$ cat src/rtl/router_pkg.sv
// Shared types for the router output-port collector: byte entry, FSM state, byte width.
package router_pkg;

  localparam int BYTE_W = 8;

  typedef struct packed {
    logic [BYTE_W-1:0] data;
    logic              last;
    logic              err;
  } byte_entry_t;

  typedef enum logic {
    ST_IDLE = 1'b0,
    ST_RECV = 1'b1
  } state_t;

endpackage

$ cat src/rtl/router_byte_fifo.sv
// Small synchronous FIFO of byte entries. Full/empty come from an extra pointer wrap bit;
// a write while full is accepted only when a pop happens in the same cycle.
module router_byte_fifo #(
  parameter int  DEPTH = 4,
  parameter type T     = router_pkg::byte_entry_t
) (
  input  logic clk,
  input  logic rst,
  input  logic i_wr_en,
  input  T     i_wr_data,
  input  logic i_rd_en,
  output T     o_rd_data,
  output logic o_empty,
  output logic o_full,
  output logic o_wr_accept
);

  localparam int AW = $clog2(DEPTH);

  logic [AW:0] r_wr_ptr;
  logic [AW:0] r_rd_ptr;
  T            r_mem [DEPTH];
  logic        w_pop;

  assign o_empty     = (r_wr_ptr == r_rd_ptr);
  assign o_full      = (r_wr_ptr[AW] != r_rd_ptr[AW]) &&
                       (r_wr_ptr[AW-1:0] == r_rd_ptr[AW-1:0]);
  assign w_pop       = i_rd_en && !o_empty;
  assign o_wr_accept = i_wr_en && (!o_full || w_pop);

  always_ff @(posedge clk or posedge rst) begin
    if (rst) begin
      r_wr_ptr <= '0;
      r_rd_ptr <= '0;
    end else begin
      if (o_wr_accept) r_wr_ptr <= r_wr_ptr + 1'b1;
      if (w_pop)       r_rd_ptr <= r_rd_ptr + 1'b1;
    end
  end

  always_ff @(posedge clk) begin
    if (o_wr_accept) r_mem[r_wr_ptr[AW-1:0]] <= i_wr_data;
  end

  // Head is forced to zero when empty so the outputs read zero out of reset.
  always_comb begin
    o_rd_data = '0;
    if (!o_empty) o_rd_data = r_mem[r_rd_ptr[AW-1:0]];
  end

endmodule

$ cat src/rtl/router_port_collector.sv
// Deserialises one router output port (dout/frameo_n/valido_n) into byte entries,
// queues them in a FIFO with valid/ready drain, and counts cleanly ended packets.
module router_port_collector
  import router_pkg::*;
#(
  parameter int FIFO_DEPTH = 4,
  parameter int CNT_W      = 16
) (
  input  logic             clock,
  input  logic             reset,
  input  logic             dout,
  input  logic             frameo_n,
  input  logic             valido_n,
  output logic [7:0]       out_data,
  output logic             out_last,
  output logic             out_err,
  output logic             out_valid,
  input  logic             out_ready,
  output logic [CNT_W-1:0] pkt_count,
  output logic             overflow,
  output state_t           dbg_state
);

  // Drain handshake: an entry leaves the FIFO on a rising edge where out_valid and
  // out_ready are both 1; head fields are combinational and hold while out_ready is 0.

  state_t           r_state;
  state_t           w_state_nxt;
  logic [2:0]       r_bit_cnt;
  logic [2:0]       w_cnt_nxt;
  logic [7:0]       r_shift;
  logic [7:0]       w_shift_nxt;
  logic [7:0]       w_byte;
  logic             r_frame_prev;
  logic             w_collect;
  logic             w_push;
  byte_entry_t      w_push_entry;
  logic             r_push;
  byte_entry_t      r_push_entry;
  byte_entry_t      w_head;
  logic             w_empty;
  logic             w_full;
  logic             w_wr_accept;
  logic [CNT_W-1:0] r_pkt_count;
  logic             r_overflow;

  // Bits land at their final position so a partial byte is already zero-extended.
  assign w_byte = r_shift | ({7'd0, dout} << r_bit_cnt);

  always_comb begin
    w_state_nxt  = r_state;
    w_cnt_nxt    = r_bit_cnt;
    w_shift_nxt  = r_shift;
    w_collect    = 1'b0;
    w_push       = 1'b0;
    w_push_entry = '0;
    case (r_state)
      ST_IDLE: begin
        // Start only on a genuine falling frame, never mid-packet after reset.
        if (!frameo_n && r_frame_prev) begin
          w_state_nxt = ST_RECV;
          w_collect   = 1'b1;
        end
      end
      ST_RECV: w_collect = 1'b1;
      default: w_state_nxt = ST_IDLE;
    endcase
    if (w_collect) begin
      if (!valido_n) begin
        if (r_bit_cnt == 3'd7) begin
          w_push            = 1'b1;
          w_push_entry.data = w_byte;
          w_push_entry.last = frameo_n;
          w_push_entry.err  = 1'b0;
          w_shift_nxt       = '0;
          w_cnt_nxt         = '0;
        end else if (frameo_n) begin
          w_push            = 1'b1;
          w_push_entry.data = w_byte;
          w_push_entry.last = 1'b1;
          w_push_entry.err  = 1'b1;
        end else begin
          w_shift_nxt = w_byte;
          w_cnt_nxt   = r_bit_cnt + 3'd1;
        end
        if (frameo_n) w_state_nxt = ST_IDLE;
      end else if (frameo_n) begin
        w_push            = 1'b1;
        w_push_entry.data = r_shift;
        w_push_entry.last = 1'b1;
        w_push_entry.err  = 1'b1;
        w_state_nxt       = ST_IDLE;
      end
    end
    if (w_state_nxt == ST_IDLE) begin
      w_cnt_nxt   = '0;
      w_shift_nxt = '0;
    end
  end

  always_ff @(posedge clock or posedge reset) begin
    if (reset) begin
      r_state      <= ST_IDLE;
      r_bit_cnt    <= '0;
      r_shift      <= '0;
      r_frame_prev <= 1'b0;
      r_push       <= 1'b0;
      r_push_entry <= '0;
    end else begin
      r_state      <= w_state_nxt;
      r_bit_cnt    <= w_cnt_nxt;
      r_shift      <= w_shift_nxt;
      r_frame_prev <= frameo_n;
      r_push       <= w_push;
      r_push_entry <= w_push_entry;
    end
  end

  router_byte_fifo #(
    .DEPTH (FIFO_DEPTH),
    .T     (byte_entry_t)
  ) u_fifo (
    .clk         (clock),
    .rst         (reset),
    .i_wr_en     (r_push),
    .i_wr_data   (r_push_entry),
    .i_rd_en     (out_ready),
    .o_rd_data   (w_head),
    .o_empty     (w_empty),
    .o_full      (w_full),
    .o_wr_accept (w_wr_accept)
  );

  always_ff @(posedge clock or posedge reset) begin
    if (reset) begin
      r_pkt_count <= '0;
      r_overflow  <= 1'b0;
    end else begin
      if (w_wr_accept && r_push_entry.last && !r_push_entry.err)
        r_pkt_count <= r_pkt_count + CNT_W'(1);
      if (r_push && !w_wr_accept) r_overflow <= 1'b1;
    end
  end

  assign out_data  = w_head.data;
  assign out_last  = w_head.last;
  assign out_err   = w_head.err;
  assign out_valid = !w_empty;
  assign pkt_count = r_pkt_count;
  assign overflow  = r_overflow;
  assign dbg_state = r_state;

  logic w_unused;
  assign w_unused = w_full;

endmodule

$ cat config.mk
export PLATFORM = sky130hd
export DESIGN_NAME = router_port_collector
export DESIGN_NICKNAME = d
export VERILOG_FILES = /design/src/rtl/router_pkg.sv /design/src/rtl/router_byte_fifo.sv /design/src/rtl/router_port_collector.sv
export SDC_FILE = /design/constraint.sdc
export NUM_CORES = 1
export LEC_CHECK = 0
export ABC_AREA = 1
export BUFFER_PORTS_ARGS = -buffer_cell sky130_fd_sc_hd__buf_4
export CORE_AREA = 2 2 86 88
export CTS_CLUSTER_SIZE = 16
export DETAILED_ROUTE_END_ITERATION = 7
export DIE_AREA = 0 0 88 90
export HOLD_SLACK_MARGIN = 0.1
export PLACE_DENSITY = 0.77
export SYNTH_ARGS = -nofsm -noshare
export SYNTH_HDL_FRONTEND = slang
export SYNTH_SLANG_ARGS = --single-unit
$ cat constraint.sdc
create_clock -name clock -period 1.9 [get_ports clock]
set_input_delay 0.285 -clock clock [delete_from_list [all_inputs] [get_ports clock]]
set_output_delay 0.285 -clock clock [all_outputs]
set_load 0.1 [all_outputs]
==> out/summary.txt, run 1 <==
Required @ worst endpoint = 1.62 ns
CTS clk-pin slew, worst paths = 0.08 ns
Mapped Area = 3980 µm²
Pre-antenna DRT Iters = 5
Mapped Cells = 420
Clock Tree Root = clkbuf_8
CTS tree = done
Setup tns final = -0.358 ns
Critical-path top delay cell = dfrtp_2
Syn-to-layout area delta = 22.1%
Die Height = 90 µm
Crit-path cells = inv_2, buf_6, o21ai_0, o22ai_1, nand2_2, clkinvlp_4, buf_12
Share of cells above drive strength 1 = 0.223
Routed Antenna Nets = 0
Final nets = 489
Worst slew pin tran = 0.438 ns
Setup violators final = 9
Clock Tree Buf Depth = 2
Total routed wirelength = 7850 µm
Critical Path End Type = output port
Static Leakage = 2.07 nW
Post-DR wirelength/cell = 13.6 µm
Worst Reg2Reg Path Length in Cells = 9
Htree depth = 3
Remaining DRCs = 0
Max Freq = 0.512 GHz
Die footprint = 7920 µm²
Rel. slew slack = 0.708
Initial antenna violation count = 0
Post-layout util = 0.692
IR drop worst, VDD = 0.864 mV
Synthesized flop and latch total = 87
Crit share post-route = 1.03
Most frequent cells in the layout = nand2_1, nor2_1, dfrtp_1
Hold path endpoint = r_push
Reg2reg end = u_fifo.r_mem[3][0]
Largest net degree at the start of global routing = 22
Yosys cell types = 30
Layout Skew = 0.00909 ns
Crit path largest cell delay = 0.45 ns
Vias per std cell = 5.12
Sequential share of the synthesized area = 0.597
Reg2reg setup slack = 0.21 ns
Power Total = 8.12 mW
Fin crit period = 1.95 ns
Max-Cap Viols = 0
Critical path launch point type = register
I/O Buffers = 34
# diodes = 0
Arr. time, crit path = 1.67 ns
Setup ws final = -0.0534 ns
Skew-Pair Late Insertion Delay = 0.36 ns
Status = finished with violations
Synth warnings = 0
Setup CP Type = reg2out
First-pass GRT wire length = 13,400 µm
Crit path max fanout = 12
Syn nets = 434
Row count = 31
Hold Crit Depth = 2
Core area = 7020 µm²
Starting Density = 0.567
Min-delay src = valido_n
Total GRT Usage = 0.220
Min-delay worst type = in2reg
Fin. max-slew vios = 0
RR Startpoint = u_fifo.r_rd_ptr[0]
Vias = 2,959
Synthesized area per cell = 9.47 µm²
Routability cong. = 0.807
Num CTS Buffers = 9
Initial DRC count = 166
RSZ-0062 raised after global routing = true
Ports = 35
Final Hold Viols = 0
PwrDens = 1670 nW/µm²
Number of global-route vias before repair = 2,897
Dpl hpwl = 5430 µm
Failing checks = setup timing
Die boundary width = 88 µm
Most common cell after layout, fill and taps aside = nand2_1
GR Overflow Total = 0
Clock Sinks = 87
-- cell families (layout without fill, tap and decap cells) --
logic type                 Yosys count  in the layout  synth area share
and+or+nand+nor                    177            177             0.186
buffers and inverters               61            120            0.0610
DFF                                 87             87             0.597
AOI/OAI and AO/OA                   73             73            0.0997
xor gates and xnor gates            14             14            0.0308
adders and majority gates            8              8            0.0252
-- final cells by class --
cell class,count,area (µm²)
clock buffers,9,124
clock inverters,6,62.6
fillers,520,2160
inverters,50,221
multi-input cells,272,1380
flip-flops and latches,87,2380
well taps,99,124
repair buffers,55,562
-- worst max-delay path, delay by kind of cell, from the launching register on --
family          cells  cell delay (ns)
simple gates        1             0.10
flops               1             0.45
compound gates      2             0.28
buf+inv             4             0.48
-- worst max-delay path by stage --
stage	cells past startpoint	from	slack (ns)	end
CTS	9	u_fifo.r_rd_ptr[1]	-0.08	out_last
global placement	6	u_fifo.r_rd_ptr[0]	0.23	out_data[6]
floorplan	7	pkt_count[3]	0.04	pkt_count[15]
global route	9	u_fifo.r_rd_ptr[0]	-0.16	out_last
finish	7	u_fifo.r_rd_ptr[0]	-0.05	out_last
detailed placement	9	u_fifo.r_wr_ptr[0]	0.15	u_fifo.r_mem[3][9]
-- what timing repair did --
action | 4_1_cts | 5_1_grt
hold buffers | 2 | 0
endpoints found under the hold margin | 20 | 0
resized for setup | 42 | 6
setup endpoints to repair | 11 | 11
buffers inserted | 2 | 3
pin swaps | 0 | 2
-- metrics by stage --
step,instance area [µm²],setup slack (ns),hold slack (ns),instances
floorplan,4020,0.0418,0.316,420
global placement,4460,0.230,0.314,556
detailed placement,4460,0.153,0.321,556
CTS,4830,-0.0842,0.179,575
global route,4860,-0.157,0.190,578
finish,4860,-0.0534,0.196,578
-- flip-flops by register name, indices dropped and copies added (netlist names) --
register / count
u_fifo.r_mem: 40
pkt_count: 16
r_push_entry: 10
r_shift: 8
r_bit_cnt: 3
u_fifo.r_rd_ptr: 3
u_fifo.r_wr_ptr: 3
dbg_state: 1
overflow: 1
r_frame_prev: 1
r_push: 1
-- Yosys cell counts, drive strengths merged --
cell type | instances | share of area
dfrtp | 47 | 0.30
o21bai | 1 | 0.0019
nand3 | 17 | 0.023
edfxtp | 40 | 0.30
o31ai | 1 | 0.0019
nand2 | 111 | 0.11
nor2 | 46 | 0.047
xnor2 | 10 | 0.022
xor2 | 4 | 0.0088
o21ai | 41 | 0.052
ha | 8 | 0.025
o22ai | 16 | 0.025
a211oi | 1 | 0.0019
nand4 | 2 | 0.0069
buf | 4 | 0.0072
clkbuf | 7 | 0.0066
inv | 50 | 0.047
nor3 | 1 | 0.0013
a21oi | 13 | 0.017
-- layer usage --
| layer | wire length (µm) | GRT usage | share of wire | vias up |
|---|---|---|---|---|
| li1 | - | - | - | 1481 |
| met1 | 3430 | 0.296 | 0.44 | 1378 |
| met2 | 3890 | 0.355 | 0.50 | 89 |
| met3 | 402 | 0.0523 | 0.051 | 11 |
| met4 | 129 | 0.0667 | 0.016 | 0 |
| met5 | 0 | 0 | 0 | - |
-- power breakdown --
part           switching (mW)  internal, mW
registers               0.157          2.18
clock network           0.635         0.595
logic                    3.07          1.49
Note: power is estimated with default switching activity, not from simulation.
==> run 2, diff against run 1 <==
--- a/config.mk
+++ b/config.mk
@@ -12,7 +12,7 @@
 export DETAILED_ROUTE_END_ITERATION = 7
 export DIE_AREA = 0 0 88 90
 export HOLD_SLACK_MARGIN = 0.1
-export PLACE_DENSITY = 0.77
+export PLACE_DENSITY_LB_ADDON = 0.15
 export SYNTH_ARGS = -nofsm -noshare
 export SYNTH_HDL_FRONTEND = slang
 export SYNTH_SLANG_ARGS = --single-unit
==> run 2 against run 1 <==
The run still ends with setup timing left; sequential cell count unchanged; sequential power about the same; global-route usage shrank 1.3 points; combinational power is essentially flat; worst hold slack got worse by 0.00086 ns; critical path type unchanged; largest cell class unchanged.
==> out/summary.txt, run 2 (synthesized netlist as in run 1, its figures left out) <==
Die boundary width = 88 µm
PwrDens = 1680 nW/µm²
Routability cong. = 0.802
Ports = 35
Setup CP Type = reg2out
First-pass GRT wire length = 12,800 µm
Arr. time, crit path = 1.67 ns
Setup ws final = -0.0595 ns
Critical Path End Type = output port
Reg2reg setup slack = 0.19 ns
Min-delay src = valido_n
CTS clk-pin slew, worst paths = 0.09 ns
Vias per std cell = 5.16
Die footprint = 7920 µm²
Row count = 31
Number of global-route vias before repair = 2,822
Most common cell after layout, fill and taps aside = nand2_1
Placed cell area = 4460 µm²
Post-Place Worst Slack = 0.169 ns
RSZ-0062 raised after global routing = true
Hold path endpoint = r_push
RR Startpoint = u_fifo.r_wr_ptr[0]
Dpl hpwl = 5260 µm
Post-DR wirelength/cell = 13.3 µm
Num CTS Buffers = 9
Placed cells = 553
Clock Tree Buf Depth = 2
Pre-antenna DRT Iters = 5
Vias = 2,970
Failing checks = setup timing
Min-delay worst type = in2reg
Static Leakage = 2.07 nW
Clock Sinks = 87
Total routed wirelength = 7680 µm
Largest net degree at the start of global routing = 29
Final Hold Viols = 0
Crit share post-route = 1.03
Rel. slew slack = 0.716
Max-Cap Viols = 0
Fin. max-slew vios = 0
Htree depth = 3
Syn-to-layout area delta = 22.5%
Post-route insts no fill = 576
Die Height = 90 µm
Clock Tree Root = clkbuf_8
Hold Crit Depth = 2
IR drop worst, VDD = 1.19 mV
Reg2reg end = u_fifo.r_mem[3][9]
I/O Buffers = 34
Initial antenna violation count = 0
Most frequent cells in the layout = nand2_1, nor2_1, dfrtp_1
GR Overflow Total = 0
Final nets = 486
Critical path launch point type = register
Skew-Pair Late Insertion Delay = 0.35 ns
Max Freq = 0.510 GHz
Initial DRC count = 137
Setup tns final = -0.445 ns
Crit path max fanout = 12
Cell area after layout = 4880 µm²
Layout Skew = 0.0120 ns
Routed Antenna Nets = 0
Share of cells above drive strength 1 = 0.224
Starting Density = 0.567
Setup violators final = 10
Total GRT Usage = 0.207
Worst Reg2Reg Path Length in Cells = 9
Worst slew pin tran = 0.425 ns
Core area = 7020 µm²
Status = finished with violations
Required @ worst endpoint = 1.62 ns
# diodes = 0
CTS tree = done
Fin crit period = 1.96 ns
Remaining DRCs = 0
Max FFs per register = 40
==> run 2: cell types whose count changed in the layout (fill, tap and decap cells not counted), moves of 2 or more <==
cell | previous run | this run
buf_4 | 39 | 35
inv_6 | 0 | 4
clkinvlp_4 | 12 | 9
clkinv_2 | 2 | 0
nand2_1 | 97 | 95
nand2_2 | 13 | 15
==> run 2: layout make-up <==
cell class / count / area [µm²]
multi-input cells: 272 / 1390
flip-flops and latches: 87 / 2380
clock buffers: 9 / 124
fillers: 551 / 2140
well taps: 99 / 124
inverters: 50 / 221
clock inverters: 7 / 73.8
repair buffers: 52 / 556
==> run 2: report_power, final <==
part / internal [mW] / total (mW) / switching (mW)
Sequential: 2.18 / 2.34 / 0.157
Clock: 0.619 / 1.28 / 0.659
Combinational: 1.48 / 4.57 / 3.09
Total: 4.27 / 8.18 / 3.91
==> run 2: routing by layer <==
metal | up-vias | global-route usage | wire length [µm]
li1 | 1481 | - | -
met1 | 1422 | 0.287 | 3620
met2 | 61 | 0.330 | 3730
met3 | 6 | 0.0422 | 269
met4 | 0 | 0.0628 | 59
met5 | - | 0 | 0
==> run 2: how the worst max path moves through the flow <==
stage                       startpoint                 end  depth (start not counted)
floorplan                 pkt_count[3]       pkt_count[15]                          7
global placement    u_fifo.r_wr_ptr[0]            out_last                          9
detailed placement  u_fifo.r_wr_ptr[0]  u_fifo.r_mem[3][2]                          9
CTS                 u_fifo.r_rd_ptr[0]         out_data[0]                          9
global route        u_fifo.r_wr_ptr[1]         out_data[5]                          9
finish              u_fifo.r_rd_ptr[1]         out_data[0]                          8
==> run 2: critical path, stage by stage (launching register included) <==
cell and delay, ns:
dfrtp_2 0.45, nand2_1 0.09, nand2_2 0.07, nor2_4 0.12, nand2_2 0.08, buf_12 0.15, nand2_2 0.09, clkinvlp_4 0.10
buf_12 0.17
==> run 2: through the flow <==
step | hold slack (ns) | utilization | power, mW
floorplan | 0.316 | - | 5.30
global placement | 0.321 | 0.635 | 6.08
detailed placement | 0.315 | 0.635 | 6.14
CTS | 0.179 | 0.688 | 8.10
global route | 0.191 | 0.695 | 8.55
finish | 0.196 | 0.695 | 8.18
==> run 2: timing repair <==
action,in CTS,in global routing
buffers inserted,1,4
endpoints found under the hold margin,20,0
setup endpoints to repair,11,11
hold buffers,2,0
gates resized for setup,42,8
pin swaps,1,2
